==> src/rtl/alu_pipe_if.sv <==
// Operand-issue and result-writeback handshake bundle for alu_pipe.
// The master side drives operands and consumes results; the slave side is the ALU.
interface alu_pipe_if #(
    parameter int WIDTH = 8
) ();
    logic             in_valid;
    logic             in_ready;
    logic [WIDTH-1:0] in_a;
    logic [WIDTH-1:0] in_b;
    logic [3:0]       in_opcode;
    logic             in_cin;
    logic             out_valid;
    logic             out_ready;
    logic [WIDTH-1:0] out_result;
    logic             out_cout;
    logic             out_of;
    logic             out_zero;
    logic             out_err;
    logic             busy;

    modport master (
        output in_valid, in_a, in_b, in_opcode, in_cin, out_ready,
        input  in_ready, out_valid, out_result, out_cout, out_of, out_zero, out_err, busy
    );

    modport slave (
        input  in_valid, in_a, in_b, in_opcode, in_cin, out_ready,
        output in_ready, out_valid, out_result, out_cout, out_of, out_zero, out_err, busy
    );
endinterface

==> src/rtl/alu_pipe.sv <==
// Registered ALU with valid/ready on both sides and an iterative shift-add multiplier.
// Single-cycle ops land in the output register on acceptance; MUL lands WIDTH cycles later.
module alu_pipe #(
    parameter int WIDTH = 8
) (
    input logic       clk,
    input logic       rst_n,
    alu_pipe_if.slave bus
);
    localparam int SH_W = $clog2(WIDTH);
    localparam logic [3:0] OP_MUL = 4'b1011;

    typedef enum logic {IDLE, MUL} state_t;

    typedef struct packed {
        logic [WIDTH-1:0] result;
        logic             cout;
        logic             of;
        logic             err;
    } res_t;

    function automatic res_t alu_op(input logic [3:0] op, input logic [WIDTH-1:0] a,
                                    input logic [WIDTH-1:0] b, input logic cin);
        res_t                    r;
        logic [WIDTH:0]          sum;
        logic [SH_W-1:0]         sh;
        logic signed [WIDTH-1:0] a_s;
        logic signed [WIDTH-1:0] b_s;
        r   = '0;
        sum = '0;
        sh  = b[SH_W-1:0];
        a_s = a;
        b_s = b;
        case (op)
            4'b0000: r.result = a & b;
            4'b0001: r.result = a | b;
            4'b0010: r.result = a ^ b;
            4'b0011: r.result = ~a;
            4'b0100, 4'b0101: begin
                sum      = {1'b0, a} + {1'b0, b} + {{WIDTH{1'b0}}, cin & (op == 4'b0101)};
                r.result = sum[WIDTH-1:0];
                r.cout   = sum[WIDTH];
                r.of     = (a[WIDTH-1] == b[WIDTH-1]) && (sum[WIDTH-1] != a[WIDTH-1]);
            end
            4'b0110: begin
                // cout here is the inverted borrow of A-B
                sum      = {1'b0, a} + {1'b0, ~b} + {{WIDTH{1'b0}}, 1'b1};
                r.result = sum[WIDTH-1:0];
                r.cout   = sum[WIDTH];
                r.of     = (a[WIDTH-1] != b[WIDTH-1]) && (sum[WIDTH-1] != a[WIDTH-1]);
            end
            4'b0111: r.result = {{(WIDTH-1){1'b0}}, (a_s < b_s)};
            4'b1000: r.result = a << sh;
            4'b1001: r.result = a >> sh;
            4'b1010: r.result = a_s >>> sh;
            4'b1100: r.result = b;
            4'b1101, 4'b1110, 4'b1111: r.err = 1'b1;
            default: ;
        endcase
        return r;
    endfunction

    state_t               state;
    state_t               state_nx;
    logic [SH_W-1:0]      cnt_p0;
    logic [2*WIDTH-1:0]   acc_p0;
    logic [2*WIDTH-1:0]   mcand_p0;
    logic [WIDTH-1:0]     mplier_p0;
    logic [2*WIDTH-1:0]   acc_next;
    logic [WIDTH-1:0]     result_p1;
    logic                 cout_p1;
    logic                 of_p1;
    logic                 zero_p1;
    logic                 err_p1;
    logic                 vld_p1;
    logic                 accept;
    logic                 is_mul;
    logic                 load_single;
    logic                 mul_done;
    res_t                 alu_p0;

    assign bus.in_ready  = (state == IDLE) && (!vld_p1 || bus.out_ready);
    assign accept        = bus.in_valid && bus.in_ready;
    assign is_mul        = (bus.in_opcode == OP_MUL);
    assign load_single   = accept && !is_mul;
    assign mul_done      = (state == MUL) && (cnt_p0 == SH_W'(WIDTH - 1));
    assign acc_next      = acc_p0 + (mplier_p0[0] ? mcand_p0 : '0);

    always_comb begin
        alu_p0 = alu_op(bus.in_opcode, bus.in_a, bus.in_b, bus.in_cin);
    end

    always_ff @(posedge clk or negedge rst_n) begin
        if (!rst_n) state <= IDLE;
        else        state <= state_nx;
    end

    always_comb begin
        state_nx = state;
        case (state)
            IDLE:    if (accept && is_mul) state_nx = MUL;
            MUL:     if (mul_done)         state_nx = IDLE;
            default: state_nx = IDLE;
        endcase
    end

    // Stage p0: multiplier iteration, one partial product per cycle
    always_ff @(posedge clk or negedge rst_n) begin
        if (!rst_n) begin
            cnt_p0    <= '0;
            acc_p0    <= '0;
            mcand_p0  <= '0;
            mplier_p0 <= '0;
        end else if (accept && is_mul) begin
            cnt_p0    <= '0;
            acc_p0    <= '0;
            mcand_p0  <= {{WIDTH{1'b0}}, bus.in_a};
            mplier_p0 <= bus.in_b;
        end else if (state == MUL) begin
            cnt_p0    <= cnt_p0 + SH_W'(1);
            acc_p0    <= acc_next;
            mcand_p0  <= mcand_p0 << 1;
            mplier_p0 <= mplier_p0 >> 1;
        end
    end

    // Stage p1: output register, written only when it is free or being drained
    always_ff @(posedge clk or negedge rst_n) begin
        if (!rst_n) begin
            result_p1 <= '0;
            cout_p1   <= 1'b0;
            of_p1     <= 1'b0;
            zero_p1   <= 1'b0;
            err_p1    <= 1'b0;
            vld_p1    <= 1'b0;
        end else begin
            if (load_single) begin
                result_p1 <= alu_p0.result;
                cout_p1   <= alu_p0.cout;
                of_p1     <= alu_p0.of;
                zero_p1   <= (alu_p0.result == '0);
                err_p1    <= alu_p0.err;
            end else if (mul_done) begin
                result_p1 <= acc_next[WIDTH-1:0];
                cout_p1   <= |acc_next[2*WIDTH-1:WIDTH];
                of_p1     <= 1'b0;
                zero_p1   <= (acc_next[WIDTH-1:0] == '0);
                err_p1    <= 1'b0;
            end
            if (load_single || mul_done) vld_p1 <= 1'b1;
            else if (bus.out_ready)      vld_p1 <= 1'b0;
        end
    end

    assign bus.out_valid  = vld_p1;
    assign bus.out_result = result_p1;
    assign bus.out_cout   = cout_p1;
    assign bus.out_of     = of_p1;
    assign bus.out_zero   = zero_p1;
    assign bus.out_err    = err_p1;
    assign bus.busy       = (state == MUL);
endmodule
==> src/flat_wrapper.sv <==
// flat-port wrapper written by rule: the top's interface ports become plain ports
module alu_pipe_flat 
#(
    parameter int WIDTH = 8
)
  (clk, rst_n, bus_in_valid, bus_in_a, bus_in_b, bus_in_opcode, bus_in_cin, bus_out_ready, bus_in_ready, bus_out_valid, bus_out_result, bus_out_cout, bus_out_of, bus_out_zero, bus_out_err, bus_busy);
  alu_pipe_if #(.WIDTH(WIDTH)) bus_i ();
  input logic clk;
  input logic rst_n;
  input wire logic [$bits(bus_i.in_valid)-1:0] bus_in_valid;
  input wire logic [$bits(bus_i.in_a)-1:0] bus_in_a;
  input wire logic [$bits(bus_i.in_b)-1:0] bus_in_b;
  input wire logic [$bits(bus_i.in_opcode)-1:0] bus_in_opcode;
  input wire logic [$bits(bus_i.in_cin)-1:0] bus_in_cin;
  input wire logic [$bits(bus_i.out_ready)-1:0] bus_out_ready;
  output wire logic [$bits(bus_i.in_ready)-1:0] bus_in_ready;
  output wire logic [$bits(bus_i.out_valid)-1:0] bus_out_valid;
  output wire logic [$bits(bus_i.out_result)-1:0] bus_out_result;
  output wire logic [$bits(bus_i.out_cout)-1:0] bus_out_cout;
  output wire logic [$bits(bus_i.out_of)-1:0] bus_out_of;
  output wire logic [$bits(bus_i.out_zero)-1:0] bus_out_zero;
  output wire logic [$bits(bus_i.out_err)-1:0] bus_out_err;
  output wire logic [$bits(bus_i.busy)-1:0] bus_busy;
  assign bus_i.in_valid = bus_in_valid;
  assign bus_i.in_a = bus_in_a;
  assign bus_i.in_b = bus_in_b;
  assign bus_i.in_opcode = bus_in_opcode;
  assign bus_i.in_cin = bus_in_cin;
  assign bus_i.out_ready = bus_out_ready;
  assign bus_in_ready = bus_i.in_ready;
  assign bus_out_valid = bus_i.out_valid;
  assign bus_out_result = bus_i.out_result;
  assign bus_out_cout = bus_i.out_cout;
  assign bus_out_of = bus_i.out_of;
  assign bus_out_zero = bus_i.out_zero;
  assign bus_out_err = bus_i.out_err;
  assign bus_busy = bus_i.busy;
  alu_pipe #(.WIDTH(WIDTH)) u_core (.clk(clk), .rst_n(rst_n), .bus(bus_i));
endmodule
==> config.mk <==
export PLATFORM = sky130hd
export DESIGN_NAME = alu_pipe_flat
export DESIGN_NICKNAME = d
export VERILOG_FILES = /design/src/rtl/alu_pipe_if.sv /design/src/rtl/alu_pipe.sv /design/src/flat_wrapper.sv
export SDC_FILE = /design/constraint.sdc
export NUM_CORES = 1
export LEC_CHECK = 0
export CAP_MARGIN = 20
export CORE_AREA = 2 2 105 107
export CTS_CLUSTER_DIAMETER = 40
export DETAILED_ROUTE_END_ITERATION = 8
export DIE_AREA = 0 0 107 109
export GPL_TIMING_DRIVEN = 0
export HOLD_SLACK_MARGIN = 0.06
export PLACE_DENSITY = 0.72
export RECOVER_POWER = 50
export SLEW_MARGIN = 20
export SYNTH_ARGS = -nofsm -noshare
export SYNTH_HDL_FRONTEND = slang
export SYNTH_SLANG_ARGS = --single-unit
==> constraint.sdc <==
create_clock -name clk -period 2.3 [get_ports clk]
set_input_delay 0.345 -clock clk [delete_from_list [all_inputs] [get_ports clk]]
set_output_delay 0.345 -clock clk [all_outputs]
set_load 0.1 [all_outputs]
### Yosys cells after proc, flatten, opt, wreduce, memory -nomap -nowiden

Cells that the tools add are included.

| word-level totals | value |
|---|---|
| output and inout port bits | 15 |
| register bits after elaboration | 57 |

| cells by class | value |
|---|---|
| eq/ne operators | 20 |
| bitwise logic cells | 7 |
| shift operators | 3 |
| reduce and logical (&&, ||, !) cells | 20 |
| add/subtract/negate cells | 6 |
| mux-type cells | 26 |
| order comparisons | 1 |

Operator list:

| cell | number |
|---|---|
| $pmux 8 s11 | 1 |
| $mux 16 | 5 |
| $eq 4x4->1 const B | 8 |
| $mux 8 | 4 |
| $add 8x8->9 | 2 |
| $add 16x16->16 | 1 |
| $eq 4x3->1 const B | 4 |
| $logic_not 8->1 | 2 |
| $not 8->8 | 2 |
| $mux 1 | 12 |
| $add 9x1->9 | 1 |
| $add 9x1->9 const B | 1 |
| $and 8x8->8 | 1 |
| $eq 4x2->1 const B | 2 |
| $lt 8x8->1 | 1 |
| $or 8x8->8 | 1 |
| $reduce_or 8->1 | 1 |
| $shl 8x3->8 | 1 |
| $shr 8x3->8 | 1 |
| $sshr 8x3->8 | 1 |
| $xor 8x8->8 | 1 |
| $logic_and 1x1->1 | 7 |
| $mux 3 | 2 |
| $reduce_bool 2->1 | 3 |
| other kinds (14) | 18 |

### Depth between registers and ports, before layout

| logic depth | value |
|---|---|
| depth after elaboration | 7 |
| mapped depth | 13 |

### Least setup slack after synthesis

Ideal clock, no wire load.

| path | value |
|---|---|
| path type | reg-to-reg |
| start point | reg u_core.state (netlist: u_core.bus.busy) |
| end point | reg u_core.acc_p0[11] |
| required time | 2.165 ns |
| arrival time | 3.022 ns |
| period minus slack after synthesis | 3.157 ns |
| setup slack | -0.857 ns |
| buffers on the path | 2 |
| stages on the path, launching flop included | 10 |
| cell sequence | dfrtp_1 > clkbuf_1 > inv_2 > o21a_1 > nand2_1 > nor3_1 > nor2_1 > clkbuf_1 > nand2_1 > o21ai_0 |

| between the ends | value |
|---|---|
| longest elaborated chain between the ends | 5 |
| elaborated cells between the ends (all ways) | 6 |
| classes of those cells | mux (1); bitwise (1); reduce/logical (4) |

Ends and longest elaborated chain:

| what | RTL line | source |
|---|---|---|
| from (decl) | alu_pipe.sv:63 | `state_t state;` |
| from (signal assigned) | alu_pipe.sv:95 | `else state <= state_nx;` |
| $not 1->1 * | alu_pipe.sv:82 | `assign bus.in_ready = (state == IDLE) && (!vld_p1 \|\| bus.out_ready);` |
| $logic_and 1x1->1 * | alu_pipe.sv:82 |  |
| net bus_in_ready | flat_wrapper.sv:16 | `output wire logic [$bits(bus_i.in_ready)-1:0] bus_in_ready;` |
| $logic_and 1x1->1 * | alu_pipe.sv:83 | `assign accept = bus.in_valid && bus.in_ready;` |
| $logic_and 1x1->1 * | alu_pipe.sv:114 | `end else if (accept && is_mul) begin` |
| $mux 16 or $reduce_bool 2->1 (tied branches) | n/a |  |
| to (signal assigned) | alu_pipe.sv:121 | `acc_p0 <= acc_next;` |
| to (decl) | alu_pipe.sv:66 | `logic [2*WIDTH-1:0] acc_p0;` |

The timed path passes the listed nets; every way through them passes the cells marked *.
A chain may end at the register's enable or synchronous reset.

### Worst setup path in the final report

| path | value |
|---|---|
| start point | reg u_core.mplier_p0[0] |
| end point | reg u_core.cout_p1 (netlist: u_core.bus.out_cout) |

| between the ends | value |
|---|---|
| longest elaborated chain between the ends | 5 |

Ends and longest elaborated chain:

| what | RTL line | source |
|---|---|---|
| from (decl) | alu_pipe.sv:68 | `logic [WIDTH-1:0] mplier_p0;` |
| from (signal assigned) | alu_pipe.sv:118 | `mplier_p0 <= bus.in_b;` |
| from (signal assigned) | alu_pipe.sv:123 | `mplier_p0 <= mplier_p0 >> 1;` |
| $mux 16 | alu_pipe.sv:87 | `assign acc_next = acc_p0 + (mplier_p0[0] ? mcand_p0 : '0);` |
| $add 16x16->16 | alu_pipe.sv:87 |  |
| $reduce_or 8->1 | alu_pipe.sv:145 | `cout_p1 <= \|acc_next[2*WIDTH-1:WIDTH];` |
| $mux 1 | alu_pipe.sv:143 | `end else if (mul_done) begin` |
| $mux 1 | alu_pipe.sv:137 | `if (load_single) begin` |
| to (signal assigned) | alu_pipe.sv:139 | `cout_p1 <= alu_p0.cout;` |
| to (signal assigned) | alu_pipe.sv:145 |  |
| to (decl) | alu_pipe.sv:71 | `logic cout_p1;` |

No other way between the ends. The select of a mux whose other input is x is not followed.

==> impl_results.md <==
* Worst-Skew Late Latency at 0.35 ns
* Library cell occupying the most area in the post-synthesis netlist: sky130_fd_sc_hd__dfrtp_1
* Count leader, synth: sky130_fd_sc_hd__nand2_1
* Distinct cell type count after synthesis at 82
* Root Buffer: sky130_fd_sc_hd__clkbuf_8
* Average cell area after synthesis at 8.51 sq um
* Beginning of the worst hold path: bus_in_b[3]
* Clock-pin slew reported for the worst setup and hold paths after clock tree synthesis at 0.07 ns
* Launch instance of the worst register-to-register path: u_core.mplier_p0[0]$_DFFE_PN0P_
* Post-layout worst setup margin at -0.422 ns
* Final-report max-slew violation count at 0
* Detailed Place HPWL at 12000 microns
* Register-to-register setup slack at -0.42 ns
* Via count of the first global-routing pass at 5161
* Setup repair after global routing missed its margin: yes
* Die outline width at 107 microns
* Status: complete, but fails checks
* Final Hold Slack at 0.288 ns
* Detailed router's first-iteration violation count at 367
* TritonCTS clock tree: done
* Transition time at the pin with the least slew margin at 1.42 ns
* Worst Skew at 0.00733 ns
* Count of buffers inserted at the top-level ports at 37
* Sequential share of the synthesized area at 0.276
* Routed len/inst at 20.0 microns
* Number of setup violations in the final report at 11
* Total length of routed wires at 16900 microns
* Initial standard-cell utilization of the core at 0.487
* Post-route clock period utilization at 1.18
* Critical path capture point type: flip-flop
* Most frequently used flop master after synthesis: sky130_fd_sc_hd__dfrtp_1
* Dominant cell type by count on the critical path: sky130_fd_sc_hd__o211ai_1
* Global Route Usage Sum at 0.299
* Vertical die dimension at 109 microns
* Number of hold buffers added after CTS at 0
* Kind of cell with the highest combined delay on the critical path: compound AO/OA/AOI/OAI gates
* Post-synthesis instance area at 5160 sq um
* Area share of the leading cell type in the synthesized netlist at 0.276
* First-pass GRT wire length at 26800 microns
* Final standard cell utilization of the core at 0.643
* Net Count, Synth at 676
* Max-slew headroom at the worst pin at 0.0515
* Max incr delay on CP at 0.45 ns
* Level count of the clock H-tree at 3
* Critical register-to-register path endpoint: u_core.bus.out_cout$_DFFE_PN0P_
* Via density per instance at 6.11
* Number of detailed-route iterations in the first pass at 6
* Type of the worst setup path: reg -> reg
* Hold Path End: u_core.mplier_p0[3]$_DFFE_PN0P_
* Min-Delay Path Depth at 3
* CTS sink cnt at 57
* Post-layout nets at 772
* Worst-case clock buffer depth at 2
* Number of buffers created by CTS at 9
* GR Overflow Total at 0
* Antenna Violating Nets Remaining at 0
* Number of primary I/O pins at 40
* Maximum achievable frequency at 367 MHz
* Floorplan row count at 38
* Number of synthesized flops with an enable pin at 0
* Largest fanout on the critical path at 6
* Power per standard cell area at 995 nW/um^2
* Synthesized flop and latch total at 57
* Class of the worst hold path: in -> reg
* Min Tclk post-route at 2.72 ns
* Worst path required time at 2.51 ns
* N_diodes at 0
* Leakage component of the power at 2.94 nW
* Ranking of synthesized cells by instance count: sky130_fd_sc_hd__nand2_1, sky130_fd_sc_hd__dfrtp_1, sky130_fd_sc_hd__ha_1
* Series of cell instances along the critical path: buf_6 -> and2_4 -> ha_4 -> o211ai_1 -> o211ai_1 -> a41oi_2 -> a211o_1 -> o21bai_1 -> a21oi_1 -> xor2_1 -> a31oi_1
* Number of warning messages in the yosys log at 0
* Share of flip-flops with an asynchronous set or reset after synthesis at 1.00
* Die area at 11700 sq um
* Largest net degree at the start of global routing at 58
* Number of hold violations in the final report at 0
* Cell count after synthesis at 606
* Cell at the slowest stage of the critical path: sky130_fd_sc_hd__dfrtp_2
* Share of layout cells above drive strength 1 at 0.287
* Critical Path AT at 2.93 ns
* Top cells by area in the synthesized netlist: sky130_fd_sc_hd__dfrtp_1, sky130_fd_sc_hd__ha_1, sky130_fd_sc_hd__nand2_1
* Routability congestion estimate from global placement at 0.947
* Violated checks: setup timing
* Number of DRC violations after detailed routing at 0
* Area overhead of the layout relative to synthesis at 32.1%
* Total negative slack for setup checks at -2.30 ns
* Max-cap viol count at 0
* Startpoint kind of the worst setup timing path: flip-flop
* Core region area at 10600 sq um
* Total buffers and inverters traversed by the critical path at 1
* Total vias in the final route at 5177
* Count of cells along the worst register-to-register path at 11
* Antenna violations before repair at 0
* Peak supply drop at 0.000886 V
[metal layers]
layer  vias to the layer above  share of wire  GRT usage
met5                         -              0          0
li1                       2391              -          -
met2                       221           0.46      0.473
met1                      2524           0.44      0.405
met3                        41          0.073     0.0669
met4                         0          0.027      0.103
[worst register-to-register path, delay by kind of cell (launching register included)]
kind / cells / cell delay, ns
simple gates: 1 / 0.16
compound gates: 7 / 1.31
flops: 1 / 0.45
fa+ha+maj: 1 / 0.27
buf+inv: 1 / 0.14
xor+xnor: 1 / 0.25
[power by group]
part / total (mW) / internal, mW / switching, mW / leakage (nW)
combinational: 3.99 / 1.48 / 2.52 / 2.09
clock: 1.06 / 0.609 / 0.447 / 0.109
sequential: 1.73 / 1.41 / 0.315 / 0.740
[cells in the final DEF, fill, tap and decap left out, types with 9 or more instances in the layout]
cell and instances:
sky130_fd_sc_hd__o211ai_1 9, sky130_fd_sc_hd__buf_6 12, sky130_fd_sc_hd__nand2_1 92, sky130_fd_sc_hd__a21oi_2 10, sky130_fd_sc_hd__clkdlybuf4s50_1 19, sky130_fd_sc_hd__nor2_1 28
sky130_fd_sc_hd__inv_1 23, sky130_fd_sc_hd__buf_4 52, sky130_fd_sc_hd__ha_1 26, sky130_fd_sc_hd__a21oi_1 20, sky130_fd_sc_hd__dfrtp_1 54, sky130_fd_sc_hd__o21ai_1 18
sky130_fd_sc_hd__o21ai_0 31, sky130_fd_sc_hd__a22oi_1 14, sky130_fd_sc_hd__clkbuf_8 12, sky130_fd_sc_hd__nand3_1 12, sky130_fd_sc_hd__and2_1 9, sky130_fd_sc_hd__mux2i_1 18
sky130_fd_sc_hd__clkbuf_1 12, sky130_fd_sc_hd__ha_4 11
[final cells by class]
| class | count | area [sq um] |
|---|---|---|
| inverters | 31 | 133 |
| multi-input cells | 483 | 3860 |
| clock buffers | 9 | 124 |
| clock inverters | 7 | 95.1 |
| repair buffers | 90 | 752 |
| flip-flops and latches | 57 | 1430 |
| fillers | 869 | 3790 |
| well taps | 140 | 175 |
| plain buffers | 30 | 244 |
[cells by family (layout without fill, tap and decap cells)]
| group | after synthesis | in the layout | share of synthesized area |
|---|---|---|---|
| adder cells (fa/ha/maj) | 45 | 45 | 0.114 |
| XOR/XNOR | 20 | 20 | 0.0340 |
| flip-flops | 57 | 57 | 0.276 |
| buffers and inverters | 66 | 167 | 0.0652 |
| multiplexers | 26 | 26 | 0.0662 |
| AND/OR/NAND/NOR | 203 | 203 | 0.189 |
| AO/OA/AOI/OAI | 189 | 189 | 0.256 |
[registers in the layout (all words and copies together), names as in the netlist]
name and flops:
u_core.acc_p0 16, u_core.mplier_p0 8, u_core.bus.out_of 1, u_core.mcand_p0 16, u_core.bus.busy 1, u_core.bus.out_zero 1, u_core.bus.out_err 1, u_core.bus.out_cout 1
u_core.bus.out_valid 1, u_core.bus.out_result 8, u_core.cnt_p0 3
[metrics by stage]
stage	worst slack (ns)	instance area, sq um	total power, mW	instances
final	-0.422	6810	6.78	847
after global routing	-0.566	6810	7.14	847
after CTS	-0.356	6610	6.56	829
after detailed placement	-1.18	5850	5.10	783
after global placement	-1.28	5850	5.01	783
after floorplan	-0.247	5310	4.19	606
[worst max-delay path by stage]
stage	startpoint	end	slack [ns]	cells past startpoint
after floorplan	bus_in_opcode[3]	u_core.bus.out_zero$_DFFE_PN0P_	-0.25	13
after global placement	rst_n	u_core.bus.busy$_DFF_PN0_	-1.28	1
after detailed placement	bus_in_b[0]	u_core.bus.out_result[7]$_DFFE_PN0P_	-1.18	12
after CTS	u_core.mplier_p0[0]$_DFFE_PN0P_	u_core.bus.out_cout$_DFFE_PN0P_	-0.36	11
after global routing	u_core.mplier_p0[0]$_DFFE_PN0P_	u_core.bus.out_cout$_DFFE_PN0P_	-0.57	11
final	u_core.mplier_p0[0]$_DFFE_PN0P_	u_core.bus.out_cout$_DFFE_PN0P_	-0.42	11
[timing repair]
item | 4_1_cts | 5_1_grt
gates cloned | 1 | 0
pin swaps | 50 | 34
endpoints found under the setup margin | 20 | 20
buffers inserted | 30 | 26
gates resized for setup | 124 | 36
Power figures use the tool's default switching activity.
